### config.mk
export PLATFORM = sky130hd
export DESIGN_NAME = seq_pattern_detector
export DESIGN_NICKNAME = d
export VERILOG_FILES = /design/src/rtl/seq_patdet_pkg.sv /design/src/rtl/seq_pattern_detector_history.sv /design/src/rtl/seq_pattern_detector.sv
export SDC_FILE = /design/constraint.sdc
export NUM_CORES = 1
export LEC_CHECK = 0
export BUFFER_PORTS_ARGS = -buffer_cell sky130_fd_sc_hd__buf_4
export CAP_MARGIN = 20
export CORE_ASPECT_RATIO = 2
export CORE_MARGIN = 3
export CORE_UTILIZATION = 47
export DETAILED_ROUTE_END_ITERATION = 16
export HOLD_SLACK_MARGIN = 0.1
export MAX_ROUTING_LAYER = met4
export PLACE_DENSITY = 0.69
export RECOVER_POWER = 50
export SLEW_MARGIN = 20
export SYNTH_ARGS = -nofsm -noshare
export SYNTH_HDL_FRONTEND = slang
export SYNTH_SLANG_ARGS = --single-unit
### constraint.sdc
create_clock -name clk -period 3.85 [get_ports clk]
set_clock_uncertainty 0.1 [all_clocks]
set_input_delay 0.5775 -clock clk [delete_from_list [all_inputs] [get_ports clk]]
set_output_delay 0.5775 -clock clk [all_outputs]
set_load 0.01 [all_outputs]
### src/rtl/seq_patdet_pkg.sv
// Shared constants, configuration record and helpers for seq_pattern_detector.
// The cfg_mask field exists only when SEQ_PATDET_MASK_EN is defined.
package seq_patdet_pkg;

  localparam int DEF_MAX_LEN = 8;
  localparam int DEF_CNT_W   = 8;

  // The configuration record is sized for the largest legal MAX_LEN, so one
  // typedef serves every instance. Unused upper bits are cut away by len_mask().
  localparam int PAT_LIMIT = 32;
  localparam int CFG_LEN_W = 6;

  function automatic int len_w(input int max_len);
    return $clog2(max_len + 1);
  endfunction

  typedef struct packed {
    logic [PAT_LIMIT-1:0] pattern;
    logic [CFG_LEN_W-1:0] len;
    logic                 overlap;
`ifdef SEQ_PATDET_MASK_EN
    logic [PAT_LIMIT-1:0] mask;
`endif
  } patdet_cfg_t;

  function automatic patdet_cfg_t cfg_reset();
    patdet_cfg_t c;
    c         = '0;
    c.overlap = 1'b1;
`ifdef SEQ_PATDET_MASK_EN
    c.mask    = '1;
`endif
    return c;
  endfunction

  // Ones in the low len bit positions.
  function automatic logic [PAT_LIMIT-1:0] len_mask(input logic [CFG_LEN_W-1:0] len);
    logic [PAT_LIMIT-1:0] m;
    m = '0;
    for (int i = 0; i < PAT_LIMIT; i++) begin
      m[i] = (i < int'(len));
    end
    return m;
  endfunction

endpackage

### src/rtl/seq_pattern_detector_history.sv
// Serial history window and saturating fill counter for seq_pattern_detector.
// Outputs are the look-ahead view: the window and fill as they become once bit_in is taken.
module seq_pattern_detector_history #(
  parameter int MAX_LEN = 8,
  parameter int FILL_W  = 4
) (
  input  logic               clk,
  input  logic               rstn,
  input  logic               shift_en,
  input  logic               bit_in,
  input  logic               clr,
  input  logic               fill_clr,
  output logic [MAX_LEN-1:0] history,
  output logic [FILL_W-1:0]  fill
);

  localparam logic [FILL_W-1:0] FILL_MAX = FILL_W'(MAX_LEN);

  // The oldest bit of a MAX_LEN window is only ever seen together with the
  // incoming bit, so MAX_LEN-1 stored bits hold the whole visible history.
  logic [MAX_LEN-2:0] hist_q;
  logic [FILL_W-1:0]  fill_q;

  assign history = {hist_q, bit_in};
  assign fill    = (fill_q == FILL_MAX) ? fill_q : fill_q + FILL_W'(1);

  // NOTE: state is updated with non-blocking assignments so every flop samples pre-edge values.
  always_ff @(posedge clk) begin
    if (!rstn || clr) begin
      hist_q <= '0;
      fill_q <= '0;
    end else if (shift_en) begin
      hist_q <= history[MAX_LEN-2:0];
      fill_q <= fill_clr ? '0 : fill;
    end
  end

endmodule

### src/rtl/seq_pattern_detector.sv
// Runtime-programmable serial bit-pattern detector with saturating match counter.
// Define SEQ_PATDET_MASK_EN to add the cfg_mask input (0 = don't-care bit).
module seq_pattern_detector
  import seq_patdet_pkg::*;
#(
  parameter int MAX_LEN = DEF_MAX_LEN,
  parameter int CNT_W   = DEF_CNT_W,
  parameter int LEN_W   = len_w(MAX_LEN)
) (
  input  logic               clk,
  input  logic               rstn,
  input  logic               cfg_load,
  input  logic [MAX_LEN-1:0] cfg_pattern,
`ifdef SEQ_PATDET_MASK_EN
  input  logic [MAX_LEN-1:0] cfg_mask,
`endif
  input  logic [LEN_W-1:0]   cfg_len,
  input  logic               cfg_overlap,
  input  logic               cnt_clr,
  input  logic               in_valid,
  input  logic               in_bit,
  output logic               match,
  output logic [CNT_W-1:0]   match_count,
  output logic               active
);

  patdet_cfg_t          cfg_q;
  logic [MAX_LEN-1:0]   hist_nxt;
  logic [LEN_W-1:0]     fill_nxt;
  logic [PAT_LIMIT-1:0] hist_ext;
  logic [PAT_LIMIT-1:0] cmp_mask;
  logic                 sample;
  logic                 hit;

  seq_pattern_detector_history #(
    .MAX_LEN (MAX_LEN),
    .FILL_W  (LEN_W)
  ) u_history (
    .clk      (clk),
    .rstn     (rstn),
    .shift_en (sample),
    .bit_in   (in_bit),
    .clr      (cfg_load),
    .fill_clr (hit && !cfg_q.overlap),
    .history  (hist_nxt),
    .fill     (fill_nxt)
  );

  assign active = (cfg_q.len != '0) && (cfg_q.len <= CFG_LEN_W'(MAX_LEN));

  // A load takes priority over a simultaneous data bit, which is dropped.
  assign sample = in_valid && !cfg_load;

  // NOTE: every signal written here gets a default first, so no latch can be inferred.
  always_comb begin
    hist_ext                = '0;
    hist_ext[MAX_LEN-1:0]   = hist_nxt;
    cmp_mask                = len_mask(cfg_q.len);
`ifdef SEQ_PATDET_MASK_EN
    cmp_mask                = cmp_mask & cfg_q.mask;
`endif
    hit = sample && active
       && (CFG_LEN_W'(fill_nxt) >= cfg_q.len)
       && (((hist_ext ^ cfg_q.pattern) & cmp_mask) == '0);
  end

  always_ff @(posedge clk) begin
    if (!rstn) begin
      cfg_q       <= cfg_reset();
      match       <= 1'b0;
      match_count <= '0;
    end else begin
      if (cfg_load) begin
        cfg_q.pattern <= PAT_LIMIT'(cfg_pattern);
        cfg_q.len     <= CFG_LEN_W'(cfg_len);
        cfg_q.overlap <= cfg_overlap;
`ifdef SEQ_PATDET_MASK_EN
        cfg_q.mask    <= PAT_LIMIT'(cfg_mask);
`endif
      end
      match <= hit;
      // Clear dominates; the counter holds at all-ones rather than wrapping.
      if (cnt_clr) begin
        match_count <= '0;
      end else if (hit && (match_count != '1)) begin
        match_count <= match_count + CNT_W'(1);
      end
    end
  end

endmodule

# Word-level counts from Yosys, hierarchy flattened
# Index checks and enable logic that the tools add are counted.
op_classes:
  addsub: 2
  n_mul: 0
  n_div: 0
  magnitude_cmp: 34
  eq_ne: 2
  shifts: 0
  n_mux: 2
  bitwise: 3
  reduce_logical: 14
op_table:
  columns: ["operator", "count"]
  rows:
  - ["5-bit by 4-bit < comparator with 1-bit output (first input constant)", 16]
  - ["8-bit by 32-bit AND with 32-bit output", 1]
  - ["32-bit logical NOT", 1]
  - ["4-bit < comparator (first input constant)", 8]
  - ["3-bit by 4-bit < comparator with 1-bit output (first input constant)", 4]
  - ["8-bit by 1-bit adder with 8-bit output (second input constant)", 1]
  - ["1-bit by 4-bit < comparator with 1-bit output (first input constant)", 2]
  - ["2-bit by 4-bit < comparator with 1-bit output (first input constant)", 2]
  - ["4-bit 2-to-1 mux", 2]
  - ["8-bit != test (second input constant)", 1]
  - ["8-bit XOR", 1]
  - ["1-bit logical AND", 7]
  - ["6-bit nonzero test", 1]
  - ["4-bit by 1-bit adder with 4-bit output (second input constant)", 1]
  - ["4-bit == test (second input constant)", 1]
  - ["4-bit >= comparator", 1]
  - ["4-bit <= comparator (second input constant)", 1]
  - ["1-bit logical NOT", 3]
  - ["2-bit OR reduction", 1]
  - ["1-bit logical OR", 1]
  - ["1-bit NOT", 1]
totals:
  register_bits: 33
  latch_bits: 0
  ramBits: 0
  rom_bits: 0
  input_bits: 19
  elab_cells: 64
  n_memories: 0

# Longest topological paths before layout
# Gate-level depths: netlist of the first run.
logic_depth:
  ltp_word: 7
  depth_mapped: 13
  ltp_nobuf: 12

# By module
# From an unflattened synthesis of the first run, not the netlist that was laid out.
hier_totals:
  cells_unflattened: 190
  hier_area_um2: 1706.6
by_module_without_submodules:
  columns: ["module", "n_inst", "cells_each", "area_per_inst_um2", "seq_area_each_um2"]
  rows:
  - ["seq_pattern_detector", 1, 133, 1187.4, 440.4]
  - ["seq_pattern_detector_history", 1, 57, 519.2, 220.2]

# Least setup slack after synthesis of the first run
# No wires, ideal clock.
synth_path:
  kind: "register -> register"
  start: "register u_history.fill_q[0]"
  end: "register u_history.fill_q[0]"
  setup_time_ns: 0.101
  arrival_ns: 2.426
  required_ns: 3.649
  setup_slack_ns: 1.223
  stages_incl_launch_ff: 14
  n_path_buf: 1
  period_less_slack_ns: 2.627
  cell_sequence: "dfxtp_1 > inv_1 > ha_1 > nand2_1 > nor2_1 > xnor2_1 > ha_1 > nand2b_1 > a2111oi_2 > nor4_2 > nand4b_1 > buf_2 > nor2_1 > o41ai_1"
synth_via:
  elab_chain_cells: 7
  word_cells_on_any_way: 8
  classes_between: "add/sub: 1; order compare: 1; eq/ne: 1; mux: 2; reduce/logical: 3"
synth_rtl:
  columns: ["item", "line", "source"]
  rows:
  - ["from (decl)", "seq_pattern_detector_history.sv:22", "logic [FILL_W-1:0] fill_q;"]
  - ["from (signal assigned)", "seq_pattern_detector_history.sv:34", "fill_q <= fill_clr ? '0 : fill;"]
  - ["4-bit by 1-bit adder with 4-bit output / 4-bit == test (equally long branches)", "seq_pattern_detector_history.sv:25", "assign fill = (fill_q == FILL_MAX) ? fill_q : fill_q + FILL_W'(1);"]
  - ["4-bit 2-to-1 mux *", "seq_pattern_detector_history.sv:25", null]
  - ["4-bit >= comparator", "seq_pattern_detector.sv:63", "&& (CFG_LEN_W'(fill_nxt) >= cfg_q.len)"]
  - ["1-bit logical AND", "seq_pattern_detector.sv:63", null]
  - ["1-bit logical AND", "seq_pattern_detector.sv:64", "&& (((hist_ext ^ cfg_q.pattern) & cmp_mask) == '0);"]
  - ["1-bit logical AND", "seq_pattern_detector.sv:44", ".fill_clr (hit && !cfg_q.overlap),"]
  - ["4-bit 2-to-1 mux *", "seq_pattern_detector_history.sv:34", null]
# Every way passes the cells marked *; elsewhere a longest branch is shown, timed or not.
# A chain may end at the register's enable or synchronous reset.

# Final worst setup path of the first run
layout_path:
  start: "register u_history.fill_q[0]"
  end: "register match_count[3]"
layout_via:
  elab_chain_cells: 6
  word_cells_on_any_way: 7
  classes_between: "add/sub: 1; order compare: 1; eq/ne: 1; mux: 1; reduce/logical: 3"
layout_rtl:
  columns: ["item", "line", "source"]
  rows:
  - ["4-bit by 1-bit adder with 4-bit output / 4-bit == test (equally long branches)", "seq_pattern_detector_history.sv:25", null]
  - ["4-bit 2-to-1 mux *", "seq_pattern_detector_history.sv:25", null]
  - ["4-bit >= comparator *", "seq_pattern_detector.sv:63", null]
  - ["1-bit logical AND *", "seq_pattern_detector.sv:63", null]
  - ["1-bit logical AND *", "seq_pattern_detector.sv:64", null]
  - ["1-bit logical AND *", "seq_pattern_detector.sv:85", "end else if (hit && (match_count != '1)) begin"]
  - ["to (signal assigned)", "seq_pattern_detector.sv:86", "match_count <= match_count + CNT_W'(1);"]
  - ["to (decl)", "seq_pattern_detector.sv:23", "output logic [CNT_W-1:0] match_count,"]
# Marks and branches as above.

==> metrics.yaml, run 1 <==
yosys:
  synth_seq_cells: 33
  synthFlopType: "dfxtp_1"
  syn_area_um2: 1690
  syn-num-nets: 211
  async_flop_share_pct: 0
  synthCells: 185
  synth_cell_type_count: 37
  synth_edf_count: 0
  avgSynthCellArea_um2: 9.11
  ys_seq_area_share_pct: 39.2
  yosys_warnings: 0
cts:
  cts_tree: "done"
  cts_root_buf: "clkbuf_8"
  htreeDepth: 2
  cts-hold-fix-buffers: 0
  insertion_delay_ns: 0.28
  clkSlewWorstSetupHoldPaths_ns: 0.07
  cts_setup_buffers: 0
  cts_made_buffers: 5
  cts_buffer_depth: 2
  cts_num_sinks: 33
  cts_resized: 0
pwr:
  p_sw_w: 0.000167
  pwr-share-clk_pct: 35.5
  power_frac_comb_pct: 11.7
  p_sw_share_pct: 24.3
  seqPwrFrac_pct: 52.8
  leakagePower_nw: 0.777
  ir_drop_mv: 0.347
  power_density_nw_per_um2: 349
  p_int_w: 0.000521
  total_power_w: 0.000688
timing:
  rsz0062_at_grt: "no"
  finalSetupViolations: 0
  fmax_mhz: 320
  layout_min_cycle_time_ns: 3.13
  period_share_pct: 81.3
  whs_ns: 0.384
  setup_tns_ns: 0
  slew_headroom_pct: 27.8
  slew_violations: 0
  timing.final.ws_setup_ns: 0.721
  tightest_slew_ns: 1.08
  hold_violations: 0
worst_setup_path:
  reg2reg_to: "match_count[3]"
  critical_path_class: "reg2reg"
  rrSetupSlack_ns: 0.72
  path_max_fanout: 16
  cp_data_required_time_ns: 3.96
  ff2ff_path_depth: 12
  critPathCaptureType: "flip-flop"
  critical-path-max-stage-delay_ns: 0.66
  worstReg2RegStart: "u_history.fill_q[0]"
  crit_chain: "inv_1, ha_1, nand2_1, nor2_1, xnor2_1, ha_1, nand2b_1, a2111oi_2, nor4_2, nand4b_1, or4_1, a21oi_1"
  path_common_cell: "ha_1"
  critPathArrivalTime_ns: 3.24
  crit_slowest_cell: "or4_1"
  cp-start-kind: "flip-flop"
floorplan:
  die_y_um: 90.7
  fp.dieW_um: 48.3
  pin_count: 29
  row_count: 30
  core-area_um2: 3420
  die_area_um2: 4380
  start_util_pct: 49.3
global_routing:
  busiest_layer: "met2"
  grt_pass1_wl_um: 6490
  antenna_found_initial: 0
  met1_usage_pct: 17.6
  grt_start_max_net_pins: 17
  overflow: 0
  grtUsageMet3_pct: 3.80
  grt_pass1_vias: 1480
  met2_usage_pct: 35.5
  track_usage_pct: 19.4
finish:
  stdcell_area_um2: 1970
  final_cell_mix: "dfxtp_1 (33), nor2_1 (29), buf_4 (26), mux2i_1 (21)"
  syn_to_final_growth_pct: 17.0
  nets: 236
  drive_above_1_share_pct: 18.0
  antennaDiodeCount: 0
  num-fill-cells: 330
  mostFrequentLayoutCell: "dfxtp_1"
drt:
  wire_per_inst_um: 14.7
  finalWirelength_um: 3800
  drc: 0
  firstDrtPassIters: 4
  ant_nets: 0
  drtIter0Drc: 23
  vias: 1414
  avgViaCountPerCell: 5.46
hold_path:
  hold_path_end: "match_count[5]"
  worst_hold_path_type: "reg2reg"
  hold_start: "match_count[5]"
  hold-path-cell-count: 2
placed_design:
  dpl-instance-area_um2: 1900
  place.gp.congestion: 0.842
  dpl.hpwl_um: 2920
  portBuffers: 28
  post-place-ws_ns: 0.797
status:
  status: "finished clean"
job:
  cap_violations: 0
[power by group through the flow]
stage | logic (W) | clock network, W | registers [W]
5_1_grt | 0.0000904 | 0.000266 | 0.000364
4_1_cts | 0.0000816 | 0.000253 | 0.000363
2_1_floorplan | 0.0000595 | 0 | 0.000364
3_3_place_gp | 0.0000781 | 0 | 0.000370
3_5_place_dp | 0.0000807 | 0 | 0.000370
6_report | 0.0000807 | 0.000244 | 0.000363
[logic make-up (layout without fill, tap and decap cells)]
group                    after synthesis  in the layout  share of synthesized area, %
AND/OR/NAND/NOR                       62             62                          19.3
flip-flops                            33             33                          39.2
AO/OA/AOI/OAI                         31             31                          12.5
multiplexers                          21             21                          12.5
buffers and inverters                 20             46                          5.57
XOR/XNOR                              11             11                          5.72
adder cells (fa/ha/maj)                7              7                          5.20
[per-stage QoR]
stage | instances | util (%)
final | 259 | 57.7
after global routing | 259 | 57.7
after CTS | 259 | 57.9
after detailed placement | 251 | 55.6
after global placement | 251 | 55.6
after floorplan | 185 | -
[layout make-up]
class | count | area (µm²) | share of cell area, %
clock buffer | 8 | 80.1 | 4.06
multi-input combinational | 132 | 931 | 47.2
sequential | 33 | 661 | 33.5
tap | 48 | 60.1 | 3.05
inverter | 10 | 37.5 | 1.90
timing repair buffer | 28 | 203 | 10.3
[cell usage after synthesis, types with 2 or more instances]
cell type,instances,area (µm²)
o21ai_0,5,25.0
nor4_2,2,25.0
nand3_1,5,25.0
buf_4,2,15.0
ha_1,7,87.6
dfxtp_1,33,661
nand4b_1,2,17.5
nand2_1,10,37.5
nand2b_1,3,18.8
a21oi_1,9,45.0
buf_2,2,10.0
o41ai_1,2,17.5
o21a_1,2,15.0
nor2_1,29,109
clkbuf_1,3,11.3
mux2i_1,21,210
xnor2_1,9,78.8
a32o_1,2,20.0
xor2_1,2,17.5
o22ai_1,2,12.5
inv_1,10,37.5
o31ai_1,4,30.0
or4_1,5,37.5
[sequential cells by signal (all words and copies together) (netlist names)]
name and cells:
u_history.hist_q 7, match 1, u_history.fill_q 4, cfg_q 13, match_count 8
[how the worst max path moves through the flow]
stage	depth (start not counted)	slack [ns]	end	startpoint
global placement	12	1.0	match_count[6]	u_history.fill_q[0]
detailed placement	12	0.80	match_count[6]	u_history.fill_q[0]
global route	12	0.44	match_count[4]	u_history.fill_q[0]
CTS	12	0.76	match_count[6]	u_history.fill_q[0]
finish	12	0.72	match_count[3]	u_history.fill_q[0]
floorplan	13	1.22	u_history.fill_q[0]	u_history.fill_q[0]
[worst max-delay path, delay by kind of cell (launching register included)]
kind	cells	cell delay, ns
buffers and inverters	1	0.10
DFF	1	0.39
AOI/OAI and AO/OA	2	0.22
and+or+nand+nor	6	1.62
adders and majority gates	2	0.48
xor gates and xnor gates	1	0.15
[layer usage]
metal | vias up | wire, µm
met4 | 0 | 142
li1 | 697 | -
met3 | 13 | 128
met1 | 671 | 1390
met5 | - | 0
met2 | 33 | 2140
Note: power is estimated with default switching activity, not from simulation.
==> inputs of run 2 (changes only) <==
clock period = 3.1 ns   (was 3.85 ns; I/O delays follow)
==> metrics.yaml, run 2 (synthesized netlist as in run 1, its figures left out) <==
status:
  status: "finished clean"
pwr:
  leakagePower_nw: 0.801  # +3.1%
  ir_drop_mv: 0.533  # +54%
  power_density_nw_per_um2: 431  # +24%
cts:
  cts_root_buf: "clkbuf_8"
  cts_tree: "done"
  cts_made_buffers: 5  # unchanged
  cts-hold-fix-buffers: 0  # unchanged
  insertion_delay_ns: 0.28  # about the same
  cts_buffer_depth: 2  # unchanged
  htreeDepth: 2  # unchanged
  clkSlewWorstSetupHoldPaths_ns: 0.07  # about the same
  cts_num_sinks: 33  # unchanged
drt:
  vias: 1463  # +3.5%
  finalWirelength_um: 3790  # -0.13%
  firstDrtPassIters: 5  # +1
  drtIter0Drc: 11  # -52%
  drc: 0  # unchanged
  ant_nets: 0  # unchanged
  avgViaCountPerCell: 5.56  # +1.9%
  wire_per_inst_um: 14.4  # -1.7%
hold_path:
  hold_start: "cfg_overlap"
  worst_hold_path_type: "in2reg"
global_routing:
  grt_pass1_wl_um: 6070  # -6.5%
  antenna_found_initial: 0  # unchanged
  met2_usage_pct: 33.9  # -1.6 points
  grt_pass1_vias: 1454  # -1.8%
  busiest_layer: "met2"
  grt_start_max_net_pins: 17  # unchanged
  track_usage_pct: 17.9  # -1.4 points
  met1_usage_pct: 16.3  # -1.3 points
  grtUsageMet3_pct: 3.47  # -0.33 points
  overflow: 0  # unchanged
timing:
  tightest_slew_ns: 0.699  # -0.384 ns
  layout_min_cycle_time_ns: 2.85  # -0.274 ns
  period_share_pct: 92.1  # +11 points
  slew_headroom_pct: 53.2  # +25 points
  rsz0062_at_grt: "no"
  fmax_mhz: 350  # +9.6%
  finalSetupViolations: 0  # unchanged
  setup_tns_ns: 0  # unchanged
  hold_violations: 0  # unchanged
  slew_violations: 0  # unchanged
  timing.final.ws_setup_ns: 0.245  # -0.476 ns
placed_design:
  place.gp.congestion: 0.790  # -6.1%
  dpl.hpwl_um: 2920  # about the same
  portBuffers: 28  # unchanged
  post-place-ws_ns: 0.207  # -0.590 ns
floorplan:
  pin_count: 29  # unchanged
  die_y_um: 90.7  # unchanged
  fp.dieW_um: 48.3  # unchanged
  start_util_pct: 49.3  # unchanged
  die_area_um2: 4380  # unchanged
  core-area_um2: 3420  # unchanged
  row_count: 30  # unchanged
finish:
  drive_above_1_share_pct: 20.9  # +2.9 points
  antennaDiodeCount: 0  # unchanged
  nets: 241  # +2.1%
  final_cell_mix: "dfxtp_1 (33), nor2_1 (29), buf_4 (29), mux2i_1 (21)"
  syn_to_final_growth_pct: 19.8
  regMostFlops: "cfg_q"
  largest_register_ffs: 13  # unchanged
  mostFrequentLayoutCell: "dfxtp_1"
  reg_top3: "cfg_q x13, match_count x8, u_history.hist_q x7"
worst_setup_path:
  cp-start-kind: "flip-flop"
  critPathCaptureType: "flip-flop"
  critical_path_class: "reg2reg"
  startpoint: "u_history.fill_q[0]"
  cp_data_required_time_ns: 3.17  # -0.79 ns
  critPathArrivalTime_ns: 2.92  # -0.32 ns
  path_max_fanout: 8  # -8
  worstReg2RegStart: "u_history.fill_q[0]"
job:
  cap_violations: 0  # unchanged
-- run 2: changes by cell type in the layout (fill, tap and decap cells not counted), sizes merged --
cell	delta
buf	+5
clkbuf	-1
-- run 2: what timing repair did --
item / 4_1_cts / 5_1_grt
gates resized for setup: 0 / 2
setup buffers: 0 / 3
endpoints found under the setup margin: 0 / 3
-- run 2: through the flow --
| step | cell area [µm²] | power, W | util (%) | hold slack (ns) | cells |
|---|---|---|---|---|---|
| 6_report | 2020 | 0.000870 | 59.1 | 0.297 | 263 |
| 5_1_grt | 2020 | 0.000908 | 59.1 | 0.312 | 263 |
| 4_1_cts | 1990 | 0.000875 | 58.4 | 0.275 | 259 |
| 3_5_place_dp | 1910 | 0.000561 | 55.8 | 0.391 | 252 |
| 3_3_place_gp | 1910 | 0.000556 | 55.8 | 0.361 | 252 |
| 2_1_floorplan | 1690 | 0.000526 | - | 0.355 | 185 |
-- run 2: final timing paths --
| path | to | slack [ns] | cells after the start |
|---|---|---|---|
| max | u_history.fill_q[0] | 0.25 | 13 |
| min | cfg_q[0] | 0.30 | 3 |
| max reg2reg | u_history.fill_q[0] | 0.25 | 13 |
| min reg2reg | match_count[5] | 0.40 | 2 |
-- run 2: report_power, final --
part / total, W / switching [W] / internal, W / leakage, nW
combinational: 0.000103 / 0.0000494 / 0.0000535 / 0.488
clock: 0.000317 / 0.000141 / 0.000176 / 0.0443
sequential: 0.000450 / 0.0000143 / 0.000436 / 0.269
total: 0.000870 / 0.000205 / 0.000665 / 0.801
-- run 2: per-layer routing --
| layer | wire length (µm) | up-vias | share of wire [%] |
|---|---|---|---|
| li1 | - | 709 | - |
| met1 | 1360 | 690 | 36 |
| met2 | 2170 | 45 | 57 |
| met3 | 127 | 19 | 3.3 |
| met4 | 133 | 0 | 3.5 |
| met5 | 0 | - | 0 |
-- run 2: cell type report --
type	count	area (µm²)
fillers	309	1400
multi-input cells	132	933
flip-flops and latches	33	661
repair buffers	33	241
clock buffers	7	86.3
well taps	48	60.1
inverters	10	37.5
-- run 2: worst max-delay path: stages (launching register included) --
cell and delay [ns]:
dfxtp_1 0.39, inv_1 0.10, ha_1 0.21, nand2_1 0.09, nor2_1 0.06, xnor2_1 0.19
ha_1 0.26, nand2b_1 0.16, a2111oi_2 0.39, nor4_2 0.08, nand4b_1 0.10, buf_4 0.16
nor2_1 0.08, o41ai_1 0.38
